--- src/rtl/irq_ctrl.sv ---
// ----------------------------------------------------------------------------
// irq_ctrl -- interrupt collector for a bank of timer sources.
//
// Purpose
//   Detects rising edges on each source and latches them as pending bits.
//   Selects the lowest-index pending source whose mask bit is set.
//   Presents one registered irq/irq_id pair to the consumer.
//   Holds that pair until the consumer acknowledges the matching id.
//   After an accepted ack, irq stays low for at least one cycle before the
//   next request is raised.
//
// Ports
//   clk        in   1        system clock, rising edge
//   rst_n      in   1        asynchronous active-low reset
//   enable     in   1        1 = new source edges may set pending bits
//   src_irq    in   NUM_SRC  source interrupt levels/pulses
//   mask       in   NUM_SRC  1 = source may raise irq
//   ack_valid  in   1        one-cycle acknowledge strobe
//   ack_id     in   ID_W     id being acknowledged
//   irq        out  1        registered interrupt request
//   irq_id     out  ID_W     id of the active request (held outside ASSERT)
//   pending    out  NUM_SRC  raw pending bits
//   ack_err    out  1        one-cycle pulse on an ack that was not accepted
//   overrun    out  NUM_SRC  sticky per-source overrun flags
//   ovr_count  out  CNT_W    saturating total overrun count
//   ovr_clr    in   1        clears overrun and ovr_count
//
// Configuration
//   IRQ_CTRL_OVERRUN_EN  when defined, builds the overrun flags and counter.
//                        When undefined, overrun/ovr_count are tied to 0 and
//                        ovr_clr is ignored.
// ----------------------------------------------------------------------------
module irq_ctrl #(
  parameter int NUM_SRC = 4,
  parameter int ID_W    = 2,
  parameter int CNT_W   = 8
) (
  input  logic               clk,
  input  logic               rst_n,
  input  logic               enable,
  input  logic [NUM_SRC-1:0] src_irq,
  input  logic [NUM_SRC-1:0] mask,
  input  logic               ack_valid,
  input  logic [ID_W-1:0]    ack_id,
  output logic               irq,
  output logic [ID_W-1:0]    irq_id,
  output logic [NUM_SRC-1:0] pending,
  output logic               ack_err,
  output logic [NUM_SRC-1:0] overrun,
  output logic [CNT_W-1:0]   ovr_count,
  input  logic               ovr_clr
);

  typedef enum logic [1:0] {
    ST_IDLE    = 2'd0,
    ST_ASSERT  = 2'd1,
    ST_HOLDOFF = 2'd2
  } state_t;

  state_t             state_q, state_d;
  logic [NUM_SRC-1:0] src_q;
  logic [NUM_SRC-1:0] pending_q, pending_d;
  logic [NUM_SRC-1:0] rise;
  logic [NUM_SRC-1:0] cur_onehot;
  logic [NUM_SRC-1:0] clr;
  logic [NUM_SRC-1:0] cand;
  logic [ID_W-1:0]    sel;
  logic [ID_W-1:0]    irq_id_q, irq_id_d;
  logic               irq_q, irq_d;
  logic               ack_err_q, ack_err_d;
  logic               ack_accept;
  logic               cur_en;

  // An ack is only accepted while a request is outstanding and ids match.
  assign ack_accept = (state_q == ST_ASSERT) && ack_valid && (ack_id == irq_id_q);

  // Per-source edge detect, current-id decode and pending update. A new rise
  // beats a same-cycle ack clear so the fresh event is not lost.
  for (genvar gi = 0; gi < NUM_SRC; gi++) begin : g_src
    assign rise[gi]       = src_irq[gi] & ~src_q[gi];
    assign cur_onehot[gi] = (irq_id_q == ID_W'(gi));
    assign clr[gi]        = ack_accept & cur_onehot[gi];
    assign pending_d[gi]  = (rise[gi] & enable) | (pending_q[gi] & ~clr[gi]);
  end

  assign cand   = pending_q & mask;
  assign cur_en = |(cur_onehot & mask);

  // Lowest set index wins: scan from the top so the last hit is the lowest.
  always_comb begin
    sel = '0;
    for (int i = NUM_SRC - 1; i >= 0; i--) begin
      if (cand[i]) sel = ID_W'(i);
    end
  end

  always_comb begin
    state_d   = state_q;
    irq_id_d  = irq_id_q;
    ack_err_d = ack_valid && !ack_accept;
    case (state_q)
      ST_IDLE: begin
        if (|cand) begin
          state_d  = ST_ASSERT;
          irq_id_d = sel;
        end
      end
      ST_ASSERT: begin
        // Accepted ack has priority over a mask-driven withdrawal.
        if (ack_accept) begin
          state_d = ST_HOLDOFF;
        end else if (!cur_en) begin
          state_d = ST_IDLE;
        end
      end
      ST_HOLDOFF: state_d = ST_IDLE;
      default:    state_d = ST_IDLE;
    endcase
    // irq is the registered copy of the next state, so no input reaches it
    // combinationally.
    irq_d = (state_d == ST_ASSERT);
  end

  always_ff @(posedge clk or negedge rst_n) begin
    if (!rst_n) begin
      state_q   <= ST_IDLE;
      src_q     <= '0;
      pending_q <= '0;
      irq_id_q  <= '0;
      irq_q     <= 1'b0;
      ack_err_q <= 1'b0;
    end else begin
      state_q   <= state_d;
      src_q     <= src_irq;
      pending_q <= pending_d;
      irq_id_q  <= irq_id_d;
      irq_q     <= irq_d;
      ack_err_q <= ack_err_d;
    end
  end

  assign irq     = irq_q;
  assign irq_id  = irq_id_q;
  assign pending = pending_q;
  assign ack_err = ack_err_q;

`ifdef IRQ_CTRL_OVERRUN_EN
  // An overrun is a new edge on a source that is already pending and not
  // being cleared this cycle.
  logic [NUM_SRC-1:0] ovr_ev;
  logic [NUM_SRC-1:0] overrun_q, overrun_d;
  logic [CNT_W-1:0]   ovr_count_q, ovr_count_d;
  logic [CNT_W+4:0]   ovr_sum;

  assign ovr_ev = rise & {NUM_SRC{enable}} & pending_q & ~clr;

  // Clear is applied first so events in the clearing cycle still count.
  always_comb begin
    ovr_sum = ovr_clr ? '0 : (CNT_W+5)'(ovr_count_q);
    for (int i = 0; i < NUM_SRC; i++) begin
      ovr_sum = ovr_sum + (CNT_W+5)'(ovr_ev[i]);
    end
    if (ovr_sum > (CNT_W+5)'({CNT_W{1'b1}})) begin
      ovr_count_d = '1;
    end else begin
      ovr_count_d = ovr_sum[CNT_W-1:0];
    end
    overrun_d = (ovr_clr ? '0 : overrun_q) | ovr_ev;
  end

  always_ff @(posedge clk or negedge rst_n) begin
    if (!rst_n) begin
      overrun_q   <= '0;
      ovr_count_q <= '0;
    end else begin
      overrun_q   <= overrun_d;
      ovr_count_q <= ovr_count_d;
    end
  end

  assign overrun   = overrun_q;
  assign ovr_count = ovr_count_q;
`else
  logic unused_ovr_clr;
  assign unused_ovr_clr = ovr_clr;
  assign overrun        = '0;
  assign ovr_count      = '0;
`endif

endmodule

--- config.mk ---
export PLATFORM = sky130hd
export DESIGN_NAME = irq_ctrl
export DESIGN_NICKNAME = d
export VERILOG_FILES = /design/src/rtl/irq_ctrl.sv
export SDC_FILE = /design/constraint.sdc
export NUM_CORES = 1
export LEC_CHECK = 0
export CAP_MARGIN = 0
export CELL_PAD_IN_SITES_DETAIL_PLACEMENT = 1
export CELL_PAD_IN_SITES_GLOBAL_PLACEMENT = 2
export CORE_UTILIZATION = 22
export DETAILED_ROUTE_END_ITERATION = 10
export PLACE_DENSITY_LB_ADDON = 0.05
export SLEW_MARGIN = 20
export SYNTH_ARGS = -nofsm -noshare
export SYNTH_HDL_FRONTEND = slang
export SYNTH_SLANG_ARGS = --single-unit
--- constraint.sdc ---
create_clock -name clk -period 1.88 [get_ports clk]
set_clock_uncertainty 0.2 [all_clocks]
set_input_delay 0.282 -clock clk [delete_from_list [all_inputs] [get_ports clk]]
set_output_delay 0.282 -clock clk [all_outputs]
set_load 0.005 [all_outputs]
Word level (Yosys, flattened, before mapping)
Index checks and enable logic that the tools add are counted.
{"block": "classes", "addsub": 0, "mul": 0, "n_div": 0, "order_cmp": 0, "n_eq_ne": 6, "shift": 0, "mux": 8, "n_bitwise": 30, "reduce_logical": 9}
{"operator": "bitwise AND 1 bit", "n": 16}
{"operator": "two-way mux 2 bit", "n": 7}
{"operator": "bitwise AND 4 bit", "n": 2}
{"operator": "inverter 1 bit", "n": 8}
{"operator": "OR reduction 4 bit", "n": 2}
{"operator": "equality test 2 x 1 -> 1 bit (second input constant)", "n": 3}
{"operator": "equality test 2 bit (second input constant)", "n": 2}
{"operator": "logical NOT 2 bit", "n": 2}
{"operator": "bitwise OR 1 bit", "n": 4}
{"operator": "one-hot mux 2 bit (2 select lines)", "n": 1}
{"operator": "logical AND 1 bit", "n": 3}
{"operator": "equality test 2 bit", "n": 1}
{"operator": "AND reduction 2 bit", "n": 1}
{"operator": "logical NOT 1 bit", "n": 1}
{"block": "word_totals", "reg_bits": 14, "latchBits": 0, "ram_bits": 0, "rom_bits": 0, "out_inout_bits": 20, "wordCells": 59, "n_memories": 0}

Longest topological paths before layout
Gate-level depths: netlist (run 1).
{"block": "logic_depth", "ltp_word": 7, "depth_mapped": 5, "ltp_nobuf": 4}

Worst setup path after synthesis (run 1)
Ideal clock, no wire load.
{"block": "synth_timing", "path_type": "reg2reg", "startpoint": "register irq_id_q[0], in the netlist irq_id[0]", "endpoint": "register irq_q, in the netlist irq", "t_arrival_ps": 1187, "required_time_ps": 1560, "slack_ps": 374, "stages_incl_launch_ff": 4, "period_less_slack_ps": 1506, "cell_sequence": "dfrtp_1 buf_6 mux4_2 a31o_1"}
{"block": "synth_via", "elab_chain_cells": 7, "word_cells_on_any_way": 12}
{"item": "from (decl)", "line": "68", "source": "logic [ID_W-1:0] irq_id_q, irq_id_d;"}
{"item": "from (signal assigned)", "line": "136", "source": "irq_id_q <= irq_id_d;"}
{"item": "equality test 2 x 1 -> 1 bit (tied with other cells)", "line": "81", "source": "assign cur_onehot[gi] = (irq_id_q == ID_W'(gi));"}
{"item": "bitwise AND 4 bit", "line": "87", "source": "assign cur_en = |(cur_onehot & mask);"}
{"item": "OR reduction 4 bit", "line": "87"}
{"item": "two-way mux 2 bit", "line": "112", "source": "end else if (!cur_en) begin"}
{"item": "two-way mux 2 bit *", "line": "110", "source": "if (ack_accept) begin"}
{"item": "one-hot mux 2 bit (2 select lines) *", "line": "101", "source": "case (state_q)"}
{"item": "equality test 2 x 1 -> 1 bit *", "line": "121", "source": "irq_d = (state_d == ST_ASSERT);"}
{"item": "named net irq_d", "line": "69", "source": "logic irq_q, irq_d;"}
{"item": "to (signal assigned)", "line": "137", "source": "irq_q <= irq_d;"}
{"item": "to (decl)", "line": "69"}
The timed path passes the listed nets; every way through them passes the cells marked *.
A chain may end at the register's enable or synchronous reset.

Worst setup path after layout (run 1)
{"block": "layout_timing", "startpoint": "register irq_id_q[0], in the netlist irq_id[0]", "endpoint": "output port irq_id[0]"}
{"item": "to (decl)", "line": "46", "source": "output logic [ID_W-1:0] irq_id,"}
No word-level cell between the ends.

==> results of run 1 <==
[stage by stage]
stage	setup TNS [ns]	cells	worst slack [ns]
floorplan	0	71	0.374
global placement	-0.0175	116	-0.0175
detailed placement	0	116	0.000260
CTS	0	120	0.00544
global route	0	120	0.0608
finish	0	120	0.124
[cell usage after synthesis]
| cell type | number |
|---|---|
| nand2_1 | 7 |
| o31ai_1 | 1 |
| o21ai_0 | 4 |
| xnor2_1 | 2 |
| mux2_2 | 1 |
| dfrtp_1 | 14 |
| conb_1 | 1 |
| o32a_1 | 1 |
| a31o_1 | 2 |
| a32oi_1 | 1 |
| inv_1 | 1 |
| and2_1 | 1 |
| or2b_1 | 1 |
| mux4_2 | 1 |
| nand3b_1 | 3 |
| a21oi_1 | 1 |
| and2b_1 | 1 |
| a22oi_1 | 1 |
| buf_6 | 1 |
| nand2b_1 | 1 |
| nand4_2 | 1 |
| buf_4 | 12 |
| a311oi_2 | 1 |
[placed cells by master (no fill, tap or decap)]
| cell | netlist | final |
|---|---|---|
| nand4_2 | 1 | 1 |
| inv_1 | 1 | 1 |
| dfrtp_2 | 0 | 1 |
| a22oi_1 | 1 | 1 |
| nand2b_1 | 1 | 1 |
| o32a_1 | 1 | 1 |
| mux2_2 | 1 | 1 |
| buf_4 | 12 | 6 |
| a32oi_1 | 1 | 1 |
| or2b_1 | 1 | 1 |
| o31ai_1 | 1 | 1 |
| and2_1 | 1 | 1 |
| a311oi_2 | 1 | 1 |
| and2b_1 | 1 | 1 |
| o21ai_0 | 4 | 4 |
| clkdlybuf4s50_1 | 0 | 21 |
| clkbuf_4 | 0 | 3 |
| dfrtp_1 | 14 | 13 |
| mux4_2 | 1 | 1 |
| conb_1 | 1 | 12 |
| clkbuf_8 | 0 | 1 |
| a21oi_1 | 1 | 1 |
| a31o_1 | 2 | 2 |
| xnor2_1 | 2 | 2 |
| nand2_1 | 7 | 7 |
| nand3b_1 | 3 | 3 |
[final timing paths]
path | startpoint | slack [ns] | end | cells past startpoint
max | irq_id[0] | 0.12 | irq_id[0] | 1
min | rst_n | 0.10 | ack_err | 2
max reg2reg | irq_id[0] | 0.34 | irq | 2
min reg2reg | src_q[0] | 0.24 | pending[0] | 1
max in group asynchronous | rst_n | 1.19 | irq_id[0] | 2
min in group clk | src_q[0] | 0.24 | pending[0] | 1
[power by group]
group | total (mW) | internal [mW] | switching, mW
clock | 0.219 | 0.118 | 0.102
combinational | 0.509 | 0.320 | 0.189
sequential | 0.477 | 0.391 | 0.0859
total | 1.21 | 0.828 | 0.377
[cell families (layout without fill, tap and decap cells)]
group	Yosys count	count (layout)	synth area share [%]
other cells	1	12	0.543
flops	14	14	50.7
compound gates	12	12	13.2
xor+xnor	2	2	2.54
buf+inv	14	32	15.2
simple gates	15	15	12.9
mux	2	2	4.89
[routing by layer]
layer / vias up / wire length [µm] / global-route usage [%]
met3: 2 / 96 / 4.69
met1: 242 / 641 / 11.9
met2: 22 / 758 / 16.9
met5: - / 0 / 0
li1: 246 / - / -
met4: 0 / 13 / 2.04
[registers in the layout (all words and copies together) (netlist names)]
| register | cells |
|---|---|
| state_q | 2 |
| irq | 1 |
| pending | 4 |
| src_q | 4 |
| irq_id | 2 |
| ack_err | 1 |
[final cells by class]
class,instances,area [µm²]
inverter,1,3.75
tap,31,38.8
clock buffer,4,36.3
fill,328,1890
sequential,14,352
timing repair buffer,27,255
multi-input combinational,43,277
[what timing repair did]
action,4_1_cts,5_1_grt
endpoints found under the hold margin,0,0
endpoints found under the setup margin,0,1
gates resized for setup,0,1
==> results.md, run 1 <==
* Design Area, Final at 962 µm²
* Max-slew violation count at 0
* Power per cell area at 1250 mW/mm²
* # IOs at 35
* Area leader, netlist: dfrtp_1
* #FFs+latches synth at 14
* Die area at 0.00337 mm²
* Fin. Hold Viols at 0
* H-Tree Depth at 1
* Largest net degree at the start of global routing at 15
* Failing checks: DRC
* Die Ht at 58.0 µm
* Clk Latency, worst-skew pair at 0.28 ns
* Vias in the first global route at 521
* RSZ-0062 raised after global routing: false
* Initial DRC count at 10
* Tot Pwr at 1.21 mW
* Rows at 19
* Antenna violations before repair at 0
* Worst Path Required at 1.40 ns
* DP Wirelength at 1170 µm
* # DRC at 3
* Yosys top cell area share at 50.7%
* Placer Congestion at 0.725
* Pleak at 0.410 nW
* Crit-path slowest cell: clkdlybuf4s50_1
* Crit path DAT at 1.27 ns
* Crit path kind: register to output port
* Max rail drop VDD at 0.000390 V
* Post-DR wirelength/cell at 12.6 µm
* IO Port Bufs at 21
* Post-CTS Hold Fix Bufs at 0
* Clock transition at path regs at 0.09 ns
* Setup Buffers After CTS at 0
* Clock sink count at 14
* Max-Cap Viols at 0
* CP Max Fanout at 8
* Highest clock rate at 570 MHz
* Layout Utilization at 33.7%
* Critical path, cell by cell: clkdlybuf4s50_1
* Distinct cell type count after synthesis at 23
* Max stage delay on crit path at 0.53 ns
* All-layer global routing usage at 10.1%
* Total CTS buffers at 3
* Clock Tree Buf Depth at 2
* Ant. Diodes at 0
* Core area at 0.00285 mm²
* CTS tree: built
* Result of the run: finished with violations
* Part of the cycle the worst path needs at 93.4%
* Total grt overflow at 0
* Sequential share of the synthesized area at 50.7%
* Post-Syn Instances at 60
* Critical Path Start Type: register
* Synthesized area per cell at 11.5 µm²
* CP Capture Type: output port
* Drt via density at 4.27
* Via Count at 512
* Area grow syn2layout at 39.3%
* Hold Slack at 0.104 ns
* Fin crit period at 1.76 ns
* Setup-failing EPs final at 0
* Initial Util at 24.2%
* CP bufs+invs at 1
* Area post-placement at 925 µm²
* First-pass GRT wire length at 2480 µm
* DRT antenna net count at 0
* Cell family with most CP delay: buffers and inverters
* Drt first pass iters at 7
* Share of cells above drive strength 1 at 16.9%
* Yosys Warn Count at 0
* Top cells by area, synth: dfrtp_1 51%, buf_4 13%, nand2_1 3.8%
* Layout net count at 105
* Die X at 58.0 µm
* HP Class: primary input to asynchronous set/reset pin
* Mapped Area at 691 µm²
* Drt total wl at 1510 µm
* Root buf cell: clkbuf_4
(Power assumes the default switching activity.)
==> inputs of run 2 (changes only) <==
--- a/config.mk
+++ b/config.mk
@@ -5,7 +5,7 @@
 export SDC_FILE = /design/constraint.sdc
 export NUM_CORES = 1
 export LEC_CHECK = 0
-export CAP_MARGIN = 0
+export CAP_MARGIN = 5
 export CELL_PAD_IN_SITES_DETAIL_PLACEMENT = 1
 export CELL_PAD_IN_SITES_GLOBAL_PLACEMENT = 2
 export CORE_UTILIZATION = 22
==> results of run 2 <==
Same layout as run 1: the final DEF is identical, and so are final timing and power.
